===== src/rtl/trng_pkg.sv =====
// Shared defaults and types for the ring-oscillator
// random-word collector.
package trng_pkg;

   localparam int TRNG_WIDTH      = 32;
   localparam int TRNG_NUM_SRC    = 3;
   localparam int TRNG_SYNC       = 2;
   localparam int TRNG_DEBIAS     = 1;
   localparam int TRNG_RCT_CUTOFF = 32;
   localparam int TRNG_FIFO_DEPTH = 4;

   typedef enum logic {
      WAIT_FIRST,
      WAIT_SECOND
   } vn_state_t;

endpackage


===== src/rtl/vn_corrector.sv =====
// Von Neumann debiaser on the synchronised bit;
// DEBIAS=0 passes every bit straight through.
module vn_corrector
   import trng_pkg::*;
#(
   parameter int DEBIAS = TRNG_DEBIAS
) (
   input  logic clk,
   input  logic rst,
   input  logic en,
   input  logic s_bit,
   output logic bit_out,
   output logic bit_valid
);

   vn_state_t state;
   logic      first;

   always_ff @(posedge clk) begin
      if (rst || !en) begin
         state     <= WAIT_FIRST;
         first     <= 1'b0;
         bit_out   <= 1'b0;
         bit_valid <= 1'b0;
      end else if (DEBIAS == 0) begin
         bit_out   <= s_bit;
         bit_valid <= 1'b1;
      end else begin
         unique case (state)
            WAIT_FIRST: begin
               first     <= s_bit;
               state     <= WAIT_SECOND;
               bit_valid <= 1'b0;
            end
            WAIT_SECOND: begin
               bit_out   <= first;
               bit_valid <= (s_bit != first);
               state     <= WAIT_FIRST;
            end
            default: begin
               state     <= WAIT_FIRST;
               bit_valid <= 1'b0;
            end
         endcase
      end
   end

endmodule


===== src/rtl/trng_collector.sv =====
// Combines ring-oscillator bits into random words with a
// repetition-count health test and a registered-head FIFO.
module trng_collector
   import trng_pkg::*;
#(
   parameter int WIDTH       = TRNG_WIDTH,
   parameter int NUM_SRC     = TRNG_NUM_SRC,
   parameter int SYNC_STAGES = TRNG_SYNC,
   parameter int DEBIAS      = TRNG_DEBIAS,
   parameter int RCT_CUTOFF  = TRNG_RCT_CUTOFF,
   parameter int FIFO_DEPTH  = TRNG_FIFO_DEPTH
) (
   input  logic               clk,
   input  logic               rst,
   input  logic               en,
   input  logic [NUM_SRC-1:0] ring_in,
   output logic [WIDTH-1:0]   rnd_data,
   output logic               rnd_valid,
   input  logic               rnd_ready,
   output logic               health_fail,
   output logic               overflow
);

   localparam int BW = $clog2(WIDTH);
   localparam int RW = $clog2(RCT_CUTOFF + 1);
   localparam int AW = $clog2(FIFO_DEPTH);
   localparam int CW = AW + 1;

   logic [SYNC_STAGES-1:0] sync_q;
   logic                   s_bit;
   logic                   vn_bit;
   logic                   vn_valid;
   logic [WIDTH-2:0]       acc;
   logic [BW-1:0]          bcnt;
   logic [RW-1:0]          rct_cnt;
   logic                   rct_prev;
   logic [WIDTH-1:0]       mem [FIFO_DEPTH];
   logic [AW-1:0]          wr_ptr;
   logic [AW-1:0]          rd_ptr;
   logic [CW-1:0]          count;

   logic                   word_done;
   logic                   trip;
   logic                   fail_n;
   logic                   pop;
   logic                   push;
   logic                   drop;
   logic [WIDTH-1:0]       word;
   logic [WIDTH-1:0]       head;
   logic [AW-1:0]          rd_n;
   logic [CW-1:0]          left;
   logic [CW-1:0]          cnt_n;

   always_ff @(posedge clk) begin
      if (rst) sync_q <= '0;
      else     sync_q <= {sync_q[SYNC_STAGES-2:0], ^ring_in};
   end

   assign s_bit = sync_q[SYNC_STAGES-1];

   vn_corrector #(
      .DEBIAS(DEBIAS)
   ) u_vn (
      .clk      (clk),
      .rst      (rst),
      .en       (en),
      .s_bit    (s_bit),
      .bit_out  (vn_bit),
      .bit_valid(vn_valid)
   );

   // The head register is loaded with the word that will be at
   // the head after this cycle, bypassing mem when it is the push.
   always_comb begin
      word      = {acc, vn_bit};
      word_done = en && vn_valid && (bcnt == BW'(WIDTH - 1));
      trip      = en && (rct_cnt == RW'(RCT_CUTOFF - 1))
                  && (s_bit == rct_prev);
      fail_n    = health_fail || trip;
      pop       = rnd_valid && rnd_ready;
      left      = count - CW'(pop);
      push      = word_done && !fail_n && (left != CW'(FIFO_DEPTH));
      drop      = word_done && !fail_n && (left == CW'(FIFO_DEPTH));
      rd_n      = rd_ptr + AW'(pop);
      cnt_n     = left + CW'(push);
      head      = (push && left == '0) ? word : mem[rd_n];
   end

   always_ff @(posedge clk) begin
      if (rst || !en) begin
         rct_cnt  <= '0;
         rct_prev <= 1'b0;
      end else begin
         rct_prev <= s_bit;
         if (rct_cnt == '0 || s_bit != rct_prev)
            rct_cnt <= RW'(1);
         else if (rct_cnt != RW'(RCT_CUTOFF))
            rct_cnt <= rct_cnt + RW'(1);
      end
   end

   always_ff @(posedge clk) begin
      if (rst || !en || trip) begin
         acc  <= '0;
         bcnt <= '0;
      end else if (vn_valid) begin
         acc  <= word[WIDTH-2:0];
         bcnt <= word_done ? '0 : bcnt + BW'(1);
      end
   end

   always_ff @(posedge clk) begin
      if (push) mem[wr_ptr] <= word;
   end

   always_ff @(posedge clk) begin
      if (rst) begin
         wr_ptr      <= '0;
         rd_ptr      <= '0;
         count       <= '0;
         rnd_valid   <= 1'b0;
         rnd_data    <= '0;
         health_fail <= 1'b0;
         overflow    <= 1'b0;
      end else begin
         if (trip) health_fail <= 1'b1;
         if (drop) overflow    <= 1'b1;
         if (fail_n) begin
            wr_ptr    <= '0;
            rd_ptr    <= '0;
            count     <= '0;
            rnd_valid <= 1'b0;
         end else begin
            if (push) wr_ptr <= wr_ptr + AW'(1);
            rd_ptr    <= rd_n;
            count     <= cnt_n;
            rnd_valid <= (cnt_n != '0);
            if (cnt_n != '0) rnd_data <= head;
         end
      end
   end

endmodule


===== config.mk =====
export PLATFORM = sky130hd
export DESIGN_NAME = trng_collector
export DESIGN_NICKNAME = d
export VERILOG_FILES = /design/src/rtl/trng_pkg.sv /design/src/rtl/vn_corrector.sv /design/src/rtl/trng_collector.sv
export SDC_FILE = /design/constraint.sdc
export NUM_CORES = 1
export LEC_CHECK = 0
export CAP_MARGIN = 40
export CORE_ASPECT_RATIO = 1.2
export CORE_MARGIN = 2
export CORE_UTILIZATION = 61
export CTS_CLUSTER_SIZE = 30
export DETAILED_ROUTE_END_ITERATION = 16
export PLACE_DENSITY_LB_ADDON = 0.2
export REMOVE_ABC_BUFFERS = 1
export SETUP_SLACK_MARGIN = 0.4
export SYNTH_ARGS = -nofsm -noshare
export SYNTH_HDL_FRONTEND = slang
export SYNTH_SLANG_ARGS = --single-unit

===== constraint.sdc =====
create_clock -name clk -period 6.77 [get_ports clk]
set_input_delay 1.354 -clock clk [delete_from_list [all_inputs] [get_ports clk]]
set_output_delay 1.354 -clock clk [all_outputs]
set_load 0.1 [all_outputs]

==> run summary, run 1 <==
Ports = 42
Top cell type's share of synthesized area = 0.4343
Synthesized area = 8850 um^2
Clock network fraction of design power = 0.248
Peak VDD IR = 0.0003000 V
Initial Utilization = 0.6191
IO Port Bufs = 41
Post-synth EDFFs = 128
Status = finished clean
CP top delay family = buffers and inverters
Core box area = 14290 um^2
Yosys reg bits = 219
FF+latch area = 5667 um^2
Maxcap violations = 0
Max Transition Viols Final = 0
Post-cts sizing count = 0
H-Tree Depth = 1
Fill count = 899
DRC Markers = 0
Largest family of logic cells by synthesized area = multiplexers
Post-Synth Simple-Gate Area = 0.05231
Detailed Route WL = 18.47 mm
CP Max Fanout = 35
Nets@finish = 693
DR vias = 5326
Compound-cell area share of the yosys netlist = 0.1130
Initial antenna violation count = 0
DP Area = 9884 um^2
Routed len/inst = 21.41 um
Max Clk Rate = 219.5 MHz
DRT Pass-1 Iters = 5
Final Power = 4527 uW
Largest net degree at the start of global routing = 41
Yosys Warn Count = 0
Clock Latency Late Sink = 490 ps
Critical path arrival = 4890 ps
Gr usage total = 0.2457
Sw Ratio = 0.3761
Post-CTS setup buffer count = 0
Worst setup EP type = flip-flop
Routability Congestion = 0.8063
Final count of hold timing violations = 0
Ys flop type = edfxtp_1
Min Tclk post-route = 4555 ps
Vias in the first global route = 5678
Logic pwr share = 0.413
Final Instance Area = 10550 um^2
Share of power burned in registers = 0.338
Required @ worst endpoint = 7110 ps
Starting DRT DRC Count = 374
Clk root buf = clkbuf_16
Setup TNS = 0 ps
CP Cell Sequence = clkdlybuf4s50_1 > nand3_1 > a311o_1 > buf_4 > nor2_1 > ha_1 > xor3_1 > a2111oi_4 > or2_2 > buf_4 > a221oi_2
Cell Int Power = 2825 uW
Via/cell ratio = 6.171
Ys async rst share = 0
P_sw = 1703 uW
Largest cells by area after synthesis = edfxtp_1 43%, dfxtp_1 21%, mux4_2 8.1%, a221oi_2 5.1%, mux2i_1 3.7%
HPWL reported at the end of detailed placement = 9.866 mm
Clk_skew = 11.66 ps
CTS Buf Count = 21
Site Rows = 48
Seq/Total Area, Yosys = 0.6402
Buf/Inv on CP = 3
Syn_area_per_cell = 14.70 um^2
RSZ-0062 raised after global routing = false
Die area = 15490 um^2
CP Class = in2reg
Layout cell share with drive strength beyond 1 = 0.2166
Num Clock Sinks = 219
Clock tree buffer depth = 3
Critical Path Max Stage Delay = 650 ps
Area of the multi-input gates = 2813 um^2
Slowest CP cell = or2_2
Total congestion overflow = 0
Xor-xnor portion of the synthesized cell area = 0.01357
CP startpoint kind = input port
Mapped Cells = 602
Netlist cell types = 40
Hold Crit Class = reg2reg
Synth Area in Adders = 0.01697
Die Span Y = 135.9 um
Leakage Power = 0.003426 uW
Quantity of hold-fixing buffers added after cts = 0
Final setup fails = 0
Dominant cell type by area after synthesis = edfxtp_1
Power Density = 429.3 nW/um^2
Most frequent CP cell = buf_4
Synth-to-Final Area Change = 19.16%
Rel. slew slack = 0.4260
Worst-path clk slew = 60 ps
CTS tree = built
Most frequent cells in the layout = 128 x edfxtp_1, 90 x dfxtp_1, 46 x nor2_1
Die width = 114.0 um
Routed Antenna Nets = 0
Ratio of final minimum period to clock period = 0.6728
Worst-Margin Slew = 855.2 ps
Mux contribution to synthesized area = 0.1188
First-pass GRT wire length = 29.17 mm
Diode count = 0
Commonest non-fill, non-tap cell in the layout = edfxtp_1
==> synthesized netlist by cell type (all sizes together), types with 9 or more instances <==
library cell,n
o21ai,36
nand2,9
clkbuf,20
mux4,32
a21oi,10
a211oi,32
buf,20
edfxtp,128
a221oi,32
mux2i,33
nand3,10
inv,42
nor2,46
dfxtp,91
ha,12
==> power by group through the flow <==
stage                     clock [uW]  combinational [uW]  sequential, uW
after floorplan                    0                 708            2090
after global placement             0                1600            1560
after detailed placement           0                1870            1560
after CTS                       1130                1880            1530
after global routing            1190                1960            1540
final                           1120                1870            1530
==> sequential cells by signal (all words and copies together), names as in the netlist <==
signal	count
mem	128
rnd_data	32
acc	31
rct_cnt	6
bcnt	5
count	3
rd_ptr	2
sync_q	2
wr_ptr	2
health_fail	1
overflow	1
rct_prev	1
rnd_valid	1
u_vn.bit_out	1
u_vn.bit_valid	1
u_vn.first	1
u_vn.state	1
==> area by class of cell <==
cell class / count / share of cell area
clock buffers: 31 / 0.05731
clock inverters: 6 / 0.005339
inverters: 42 / 0.01495
multi-input cells: 301 / 0.2667
flip-flops and latches: 219 / 0.5374
well taps: 175 / 0.02076
repair buffers: 89 / 0.09753
==> final timing paths <==
check            start            to  slack (ps)  cells after the start
min          sync_q[0]     sync_q[1]         440                      1
max                 en  rnd_data[19]        2220                     11
max reg2reg    bcnt[0]  rnd_data[19]        2730                     13
min reg2reg  sync_q[0]     sync_q[1]         440                      1
==> kinds of logic (layout without fill, tap and decap cells) <==
kind of cell / count (synthesis) / after routing
DFF: 219 / 219
AOI/OAI and AO/OA: 115 / 115
xor gates and xnor gates: 12 / 12
muxes: 65 / 65
adders and majority gates: 12 / 12
and+or+nand+nor: 97 / 97
buffers and inverters: 82 / 168
==> through the flow <==
| stage | worst slack (ps) | util | std cells | hold slack [ps] |
|---|---|---|---|---|
| after floorplan | 1123 | - | 562 | 413.8 |
| after global placement | 1828 | 0.6548 | 791 | 416.9 |
| after detailed placement | 1738 | 0.6915 | 826 | 435.8 |
| after CTS | 2241 | 0.7377 | 863 | 447.5 |
| after global routing | 2016 | 0.7377 | 863 | 468.3 |
| final | 2215 | 0.7377 | 863 | 439.0 |
==> layer usage <==
metal | vias up | wire length [um] | track usage
met5 | - | 0 | 0
met3 | 31 | 908 | 0.03299
li1 | 2417 | - | -
met2 | 169 | 9715 | 0.4299
met4 | 0 | 374 | 0.09146
met1 | 2709 | 7474 | 0.3141
Power figures use the tool's default switching activity.
==> run 2: changes to the inputs <==
Settings changed: CORE_UTILIZATION 61 to 54.
Clock period 6.77 ns to 3.65 ns, I/O delays scaled along.
==> run 2 against run 1 <==
Compared with the run above: core utilization down 6.6 points; critical path depth up 2; worst hold slack improved by 20 ps; sequential share of layout area shrank 1.5 points; global-route usage fell by 2.5 points; flip-flop and latch count is the same; clock skew decreased by 1.0 ps; power grew 94%; first-iteration DRC count increased by 3.5%; non-clock buffer count rose by 11; largest power group unchanged.
==> run summary, run 2 (synthesis gave the netlist of run 1 again) <==
Status = finished clean (unchanged)
Detailed Route WL = 19.21 mm (was 18.47 mm)
Power Density = 810.8 nW/um^2 (was 429.3 nW/um^2)
Nets@finish = 704 (was 693)
Clk root buf = clkbuf_16 (unchanged)
Final setup fails = 0 (unchanged)
WL met3 = 892 um (was 908 um)
Place WS = 34.09 ps (was 1738 ps)
Clock Latency Late Sink = 490 ps (about the same)
Uppermost routed layer = met4 (unchanged)
CP startpoint kind = flip-flop (was input port)
Fill count = 1128 (was 899)
Commonest non-fill, non-tap cell in the layout = edfxtp_1 (unchanged)
H-Tree Depth = 1 (unchanged)
Diode count = 0 (unchanged)
Largest register by flop count = mem (unchanged)
Max Clk Rate = 321.0 MHz
CTS Buf Count = 21 (unchanged)
Quantity of hold-fixing buffers added after cts = 0 (unchanged)
Max FFs per register = 128 (unchanged)
Worst-path clk slew = 70 ps (was 60 ps)
Total congestion overflow = 0 (unchanged)
Final count of hold timing violations = 0 (unchanged)
First-pass GRT wire length = 29.28 mm (was 29.17 mm)
HPWL reported at the end of detailed placement = 10.27 mm (was 9.866 mm)
Gr usage total = 0.2210 (was 0.2457)
Worst setup EP type = flip-flop (unchanged)
Min Tclk post-route = 3115 ps
Hold Crit Class = reg2reg (unchanged)
Largest net degree at the start of global routing = 41 (unchanged)
Post-placement cell count = 871 (was 826)
Routed Antenna Nets = 0 (unchanged)
Synth-to-Final Area Change = 22.61% (was 19.16%)
Slack of the critical path = 535.0 ps (was 2215 ps)
Starting DRT DRC Count = 387 (was 374)
Vias in the first global route = 5533 (was 5678)
Die width = 120.9 um (was 114.0 um)
Worst-Margin Slew = 759.6 ps (was 855.2 ps)
Routability Congestion = 0.7487 (was 0.8063)
Most frequent cells in the layout = 128 x edfxtp_1, 90 x dfxtp_1, 46 x nor2_1 (unchanged)
Core box area = 16140 um^2 (was 14290 um^2)
Initial Utilization = 0.5482 (was 0.6191)
Peak VDD IR = 0.0004912 V (was 0.0003000 V)
DRT Pass-1 Iters = 4 (was 5)
CP Max Fanout = 16 (was 35)
Regs by FF count = mem (128), rnd_data (32), acc (31) (unchanged)
Met1 Wirelength = 7.563 mm (was 7.474 mm)
Site Rows = 51 (was 48)
Max Transition Viols Final = 0 (unchanged)
Finished Core Util = 0.6721 (was 0.7377)
IO Port Bufs = 41 (unchanged)
CTS tree = built (unchanged)
Die Span Y = 144.2 um (was 135.9 um)
Leakage Power = 0.003544 uW (was 0.003426 uW)
Maxcap violations = 0 (unchanged)
Via/cell ratio = 5.787 (was 6.171)
Clk_skew = 10.63 ps (was 11.66 ps)
DRC Markers = 0 (unchanged)
Non-Filler Instances = 912 (was 863)
Initial antenna violation count = 0 (unchanged)
RSZ-0062 raised after global routing = false (unchanged)
Die area = 17430 um^2 (was 15490 um^2)
Critical path arrival = 3520 ps (was 4890 ps)
Num Clock Sinks = 219 (unchanged)
Required @ worst endpoint = 4050 ps (was 7110 ps)
Worst hold slack = 458.7 ps (was 439.0 ps)
Routed len/inst = 21.06 um (was 21.41 um)
Rel. slew slack = 0.4936 (was 0.4260)
Ratio of final minimum period to clock period = 0.8534
DR vias = 5278 (was 5326)
Ports = 42 (unchanged)
Met2 WL post-DR = 10.57 mm (was 9.715 mm)
Layout cell share with drive strength beyond 1 = 0.2386 (was 0.2166)
CP Class = reg2reg (was in2reg)
Clock tree buffer depth = 3 (unchanged)
==> run 2: changes by cell type in the layout (fill, tap and decap cells not counted), sizes merged <==
cell,delta
bufinv,+1
clkinv,+5
buf,+9
clkbuf,-5
inv,+2
==> run 2: worst paths after layout <==
| check | from | endpoint | slack, ps | depth (start not counted) |
|---|---|---|---|---|
| worst max register to register | bcnt[0] | rnd_data[2] | 530 | 13 |
| worst min register to register | sync_q[0] | sync_q[1] | 460 | 1 |
| worst max-delay path | bcnt[0] | rnd_data[2] | 530 | 13 |
| worst min-delay path | sync_q[0] | sync_q[1] | 460 | 1 |
==> run 2: worst max-delay path: stages, from the launching register on <==
cell and delay (ps):
dfxtp_1 380, ha_1 200, and3_1 180, ha_2 210, nand3_1 100, a311o_1 360
nor2_1 100, ha_1 180, xor3_2 210, a2111oi_4 40, buf_4 170, or2_2 350
clkbuf_16 240, a221oi_2 280
==> run 2: repair_timing <==
item | 4_1_cts | 5_1_grt
buffers inserted | 0 | 1
gates resized for setup | 0 | 4
endpoints found under the setup margin | 0 | 32
==> run 2: layout make-up <==
type	instances	area (um^2)	area share
Tap cell	212	265.3	0.02445
Clock inverter	14	131.4	0.01211
Multi-Input combinational cell	301	2820	0.2599
Inverter	42	157.7	0.01453
Timing Repair Buffer	100	1262	0.1164
Clock buffer	24	546.8	0.05039
Sequential cell	219	5667	0.5223
==> run 2: where the power goes <==
group,total (uW),internal [uW],leakage (uW),switching [uW]
registers,2840,2750,0.00183,89.1
logic,3840,1480,0.00138,2350
clock network,2120,1230,0.000337,894
total,8800,5460,0.00354,3340
==> run 2: routing by layer <==
layer,GRT usage,up-vias
met1,0.2656,2689
met2,0.4202,130
met5,0,-
met4,0.05386,0
met3,0.02642,16
li1,-,2443
==> run 2: per-stage QoR <==
step	area, um^2	total power, uW	TNS [ps]
detailed placement	10110	6559	0
global route	10850	9096	0
finish	10850	8798	0
floorplan	8607	5197	-62390
CTS	10790	8669	0
global placement	9588	6045	0
==> run 3: changes to the inputs <==
Settings changed: CORE_UTILIZATION 54 to 60.
Clock period 3.65 ns to 3.23 ns, I/O delays scaled along.
==> run 3 against run 2 <==
Compared with the run above: non-clock buffer count fell by 6; power rose by 24%; die area down 9.7%; via count grew 3.4%; clock-buffer cell count up 3; core utilization up 8.7 points; combinational power grew 34%; fmax increased by 5.6%; clock power is 19% higher; critical path type unchanged; largest power group unchanged.
==> run summary, run 3 (synthesis gave the netlist of run 1 again) <==
Max Clk Rate = 339.0 MHz (was 321.0 MHz)
DRT Pass-1 Iters = 5 (was 4)
Power Density = 994.9 nW/um^2 (was 810.8 nW/um^2)
Hold path depth = 2 (was 1)
Synth-to-Final Area Change = 23.68% (was 22.61%)
Final count of hold timing violations = 0 (unchanged)
Worst-path clk slew = 60 ps (was 70 ps)
Worst hold start = rst (was sync_q[0])
Die Span Y = 137.0 um (was 144.2 um)
Nets@finish = 698 (was 704)
Ports = 42 (unchanged)
Clk_skew = 10.21 ps (was 10.63 ps)
Required @ worst endpoint = 3630 ps (was 4050 ps)
H-Tree Depth = 1 (unchanged)
Initial Utilization = 0.6140 (was 0.5482)
Routed len/inst = 23.16 um (was 21.06 um)
Via/cell ratio = 6.281 (was 5.787)
Diode count = 0 (unchanged)
Critical Path Max Stage Delay = 350 ps (was 380 ps)
Starting DRT DRC Count = 610 (was 387)
First-pass GRT wire length = 30.40 mm (was 29.28 mm)
Rel. slew slack = 0.4952 (was 0.4936)
Slowest CP cell = dfxtp_2 (was dfxtp_1)
Slack of the critical path = 279.9 ps (was 535.0 ps)
Total congestion overflow = 0 (unchanged)
Core box area = 14410 um^2 (was 16140 um^2)
CTS tree = built (unchanged)
Num Clock Sinks = 219 (unchanged)
Worst Hold Path EP = sync_q[1] (unchanged)
Layout cell share with drive strength beyond 1 = 0.3213 (was 0.2386)
Quantity of hold-fixing buffers added after cts = 0 (unchanged)
Crit Reg-Reg Startpoint = bcnt[1] (was bcnt[0])
Clock tree buffer depth = 3 (unchanged)
Worst-Margin Slew = 746.7 ps (was 759.6 ps)
R2R cell count = 15 (was 13)
Finished Core Util = 0.7594 (was 0.6721)
CP startpoint kind = flip-flop (unchanged)
CTS Buf Count = 21 (unchanged)
Leakage Power = 0.003636 uW (was 0.003544 uW)
Routability Congestion = 0.8000 (was 0.7487)
Post-placement cell count = 809 (was 871)
DRC Markers = 0 (unchanged)
CP Max Fanout = 6 (was 16)
Critical path arrival = 3350 ps (was 3520 ps)
Largest register by flop count = mem (unchanged)
Max Transition Viols Final = 0 (unchanged)
Clk root buf = clkbuf_16 (unchanged)
Gr usage total = 0.2537 (was 0.2210)
RSZ-0062 raised after global routing = true (was false)
Status = finished clean (unchanged)
Setup TNS = 0 ps (unchanged)
Site Rows = 48 (was 51)
Peak VDD IR = 0.0005108 V (was 0.0004912 V)
Reg-to-reg setup timing slack = 280 ps (was 530 ps)
Non-Filler Instances = 869 (was 912)
Hold Crit Class = in2reg (was reg2reg)
IO Port Bufs = 41 (unchanged)
Reg2reg end = rnd_data[7] (was rnd_data[2])
Place WS = -188.6 ps (was 34.09 ps)
Routed Antenna Nets = 0 (unchanged)
Die area = 15740 um^2 (was 17430 um^2)
Most frequent cells in the layout = 128 x edfxtp_1, 88 x dfxtp_1, 59 x buf_4 (was 128 x edfxtp_1, 90 x dfxtp_1, 46 x nor2_1)
Maxcap violations = 0 (unchanged)
Vias in the first global route = 5733 (was 5533)
Max FFs per register = 128 (unchanged)
DR vias = 5458 (was 5278)
Clock Latency Late Sink = 500 ps (was 490 ps)
Final setup fails = 0 (unchanged)
Initial antenna violation count = 0 (unchanged)
CP Cell Sequence = ha_4 > and3_4 > ha_4 > nand3_2 > a311o_1 > nor2_1 > ha_2 > xor3_2 > a2111oi_4 > buf_4 > buf_12 > buf_6 > buf_16 > a211oi_2 > a221oi_2 (was ha_1 > and3_1 > ha_2 > nand3_1 > a311o_1 > nor2_1 > ha_1 > xor3_2 > a2111oi_4 > buf_4 > or2_2 > clkbuf_16 > a221oi_2)
Min Tclk post-route = 2950 ps (was 3115 ps)
Regs by FF count = mem (128), rnd_data (32), acc (31) (unchanged)
Detailed Route WL = 20.13 mm (was 19.21 mm)
Largest net degree at the start of global routing = 41 (unchanged)
Most frequent CP cell = ha_4 (was ha_1)
CP Class = reg2reg (unchanged)
HPWL reported at the end of detailed placement = 10.29 mm (was 10.27 mm)
Ratio of final minimum period to clock period = 0.9133 (was 0.8534)
Die width = 114.9 um (was 120.9 um)
Worst setup EP type = flip-flop (unchanged)
Commonest non-fill, non-tap cell in the layout = edfxtp_1 (unchanged)
==> run 3: power breakdown <==
part / switching (uW) / total (uW) / internal, uW
combinational: 2930 / 5130 / 2210
sequential: 116 / 3220 / 3110
clock: 1020 / 2530 / 1510
==> run 3: stage by stage <==
| step | instance area, um^2 | power [uW] | hold WS (ps) |
|---|---|---|---|
| after floorplan | 8607 | 5873 | 413.8 |
| after detailed placement | 9554 | 6926 | 437.0 |
| after global routing | 10950 | 11200 | 351.3 |
| final | 10950 | 10890 | 348.1 |
| after global placement | 9554 | 6843 | 420.6 |
| after CTS | 10650 | 10350 | 340.3 |
==> run 3: layer usage <==
layer | up-vias | GRT usage | routed length (um)
met5 | - | 0 | 0
met4 | 0 | 0.09438 | 510
met3 | 37 | 0.03632 | 1164
met2 | 209 | 0.4542 | 10690
met1 | 2785 | 0.3119 | 7767
li1 | 2427 | - | -
==> run 3: what timing repair did <==
action | 4_1_cts | 5_1_grt
gates resized for setup | 33 | 34
endpoints found under the setup margin | 33 | 33
pin swaps | 30 | 45
setup buffers | 11 | 4
gates cloned | 5 | 2
==> run 3: layout make-up <==
class / instances / area [um^2]
multi-input combinational: 301 / 3083
timing repair buffer: 94 / 1101
clock buffer: 27 / 578.1
fill: 838 / 3468
inverter: 42 / 157.7
sequential: 219 / 5669
clock inverter: 11 / 137.6
tap: 175 / 219.0
==> run 3: worst max-delay path by stage <==
stage	from	endpoint	slack (ps)	cells past startpoint
after floorplan	u_vn.bit_valid	rnd_data[0]	-2420	8
after global placement	en	rnd_data[0]	-90	10
after detailed placement	en	rnd_data[21]	-190	10
after CTS	bcnt[1]	rnd_data[24]	280	15
after global routing	bcnt[0]	rnd_data[1]	150	15
final	bcnt[1]	rnd_data[7]	280	15
==> run 3: critical path, delay by kind of cell (launching register included) <==
family	cells	cell delay, ps
AO/OA/AOI/OAI	4	830
buffers and inverters	4	550
adder cells (fa/ha/maj)	3	470
AND/OR/NAND/NOR	3	370
flip-flops	1	350
XOR/XNOR	1	290
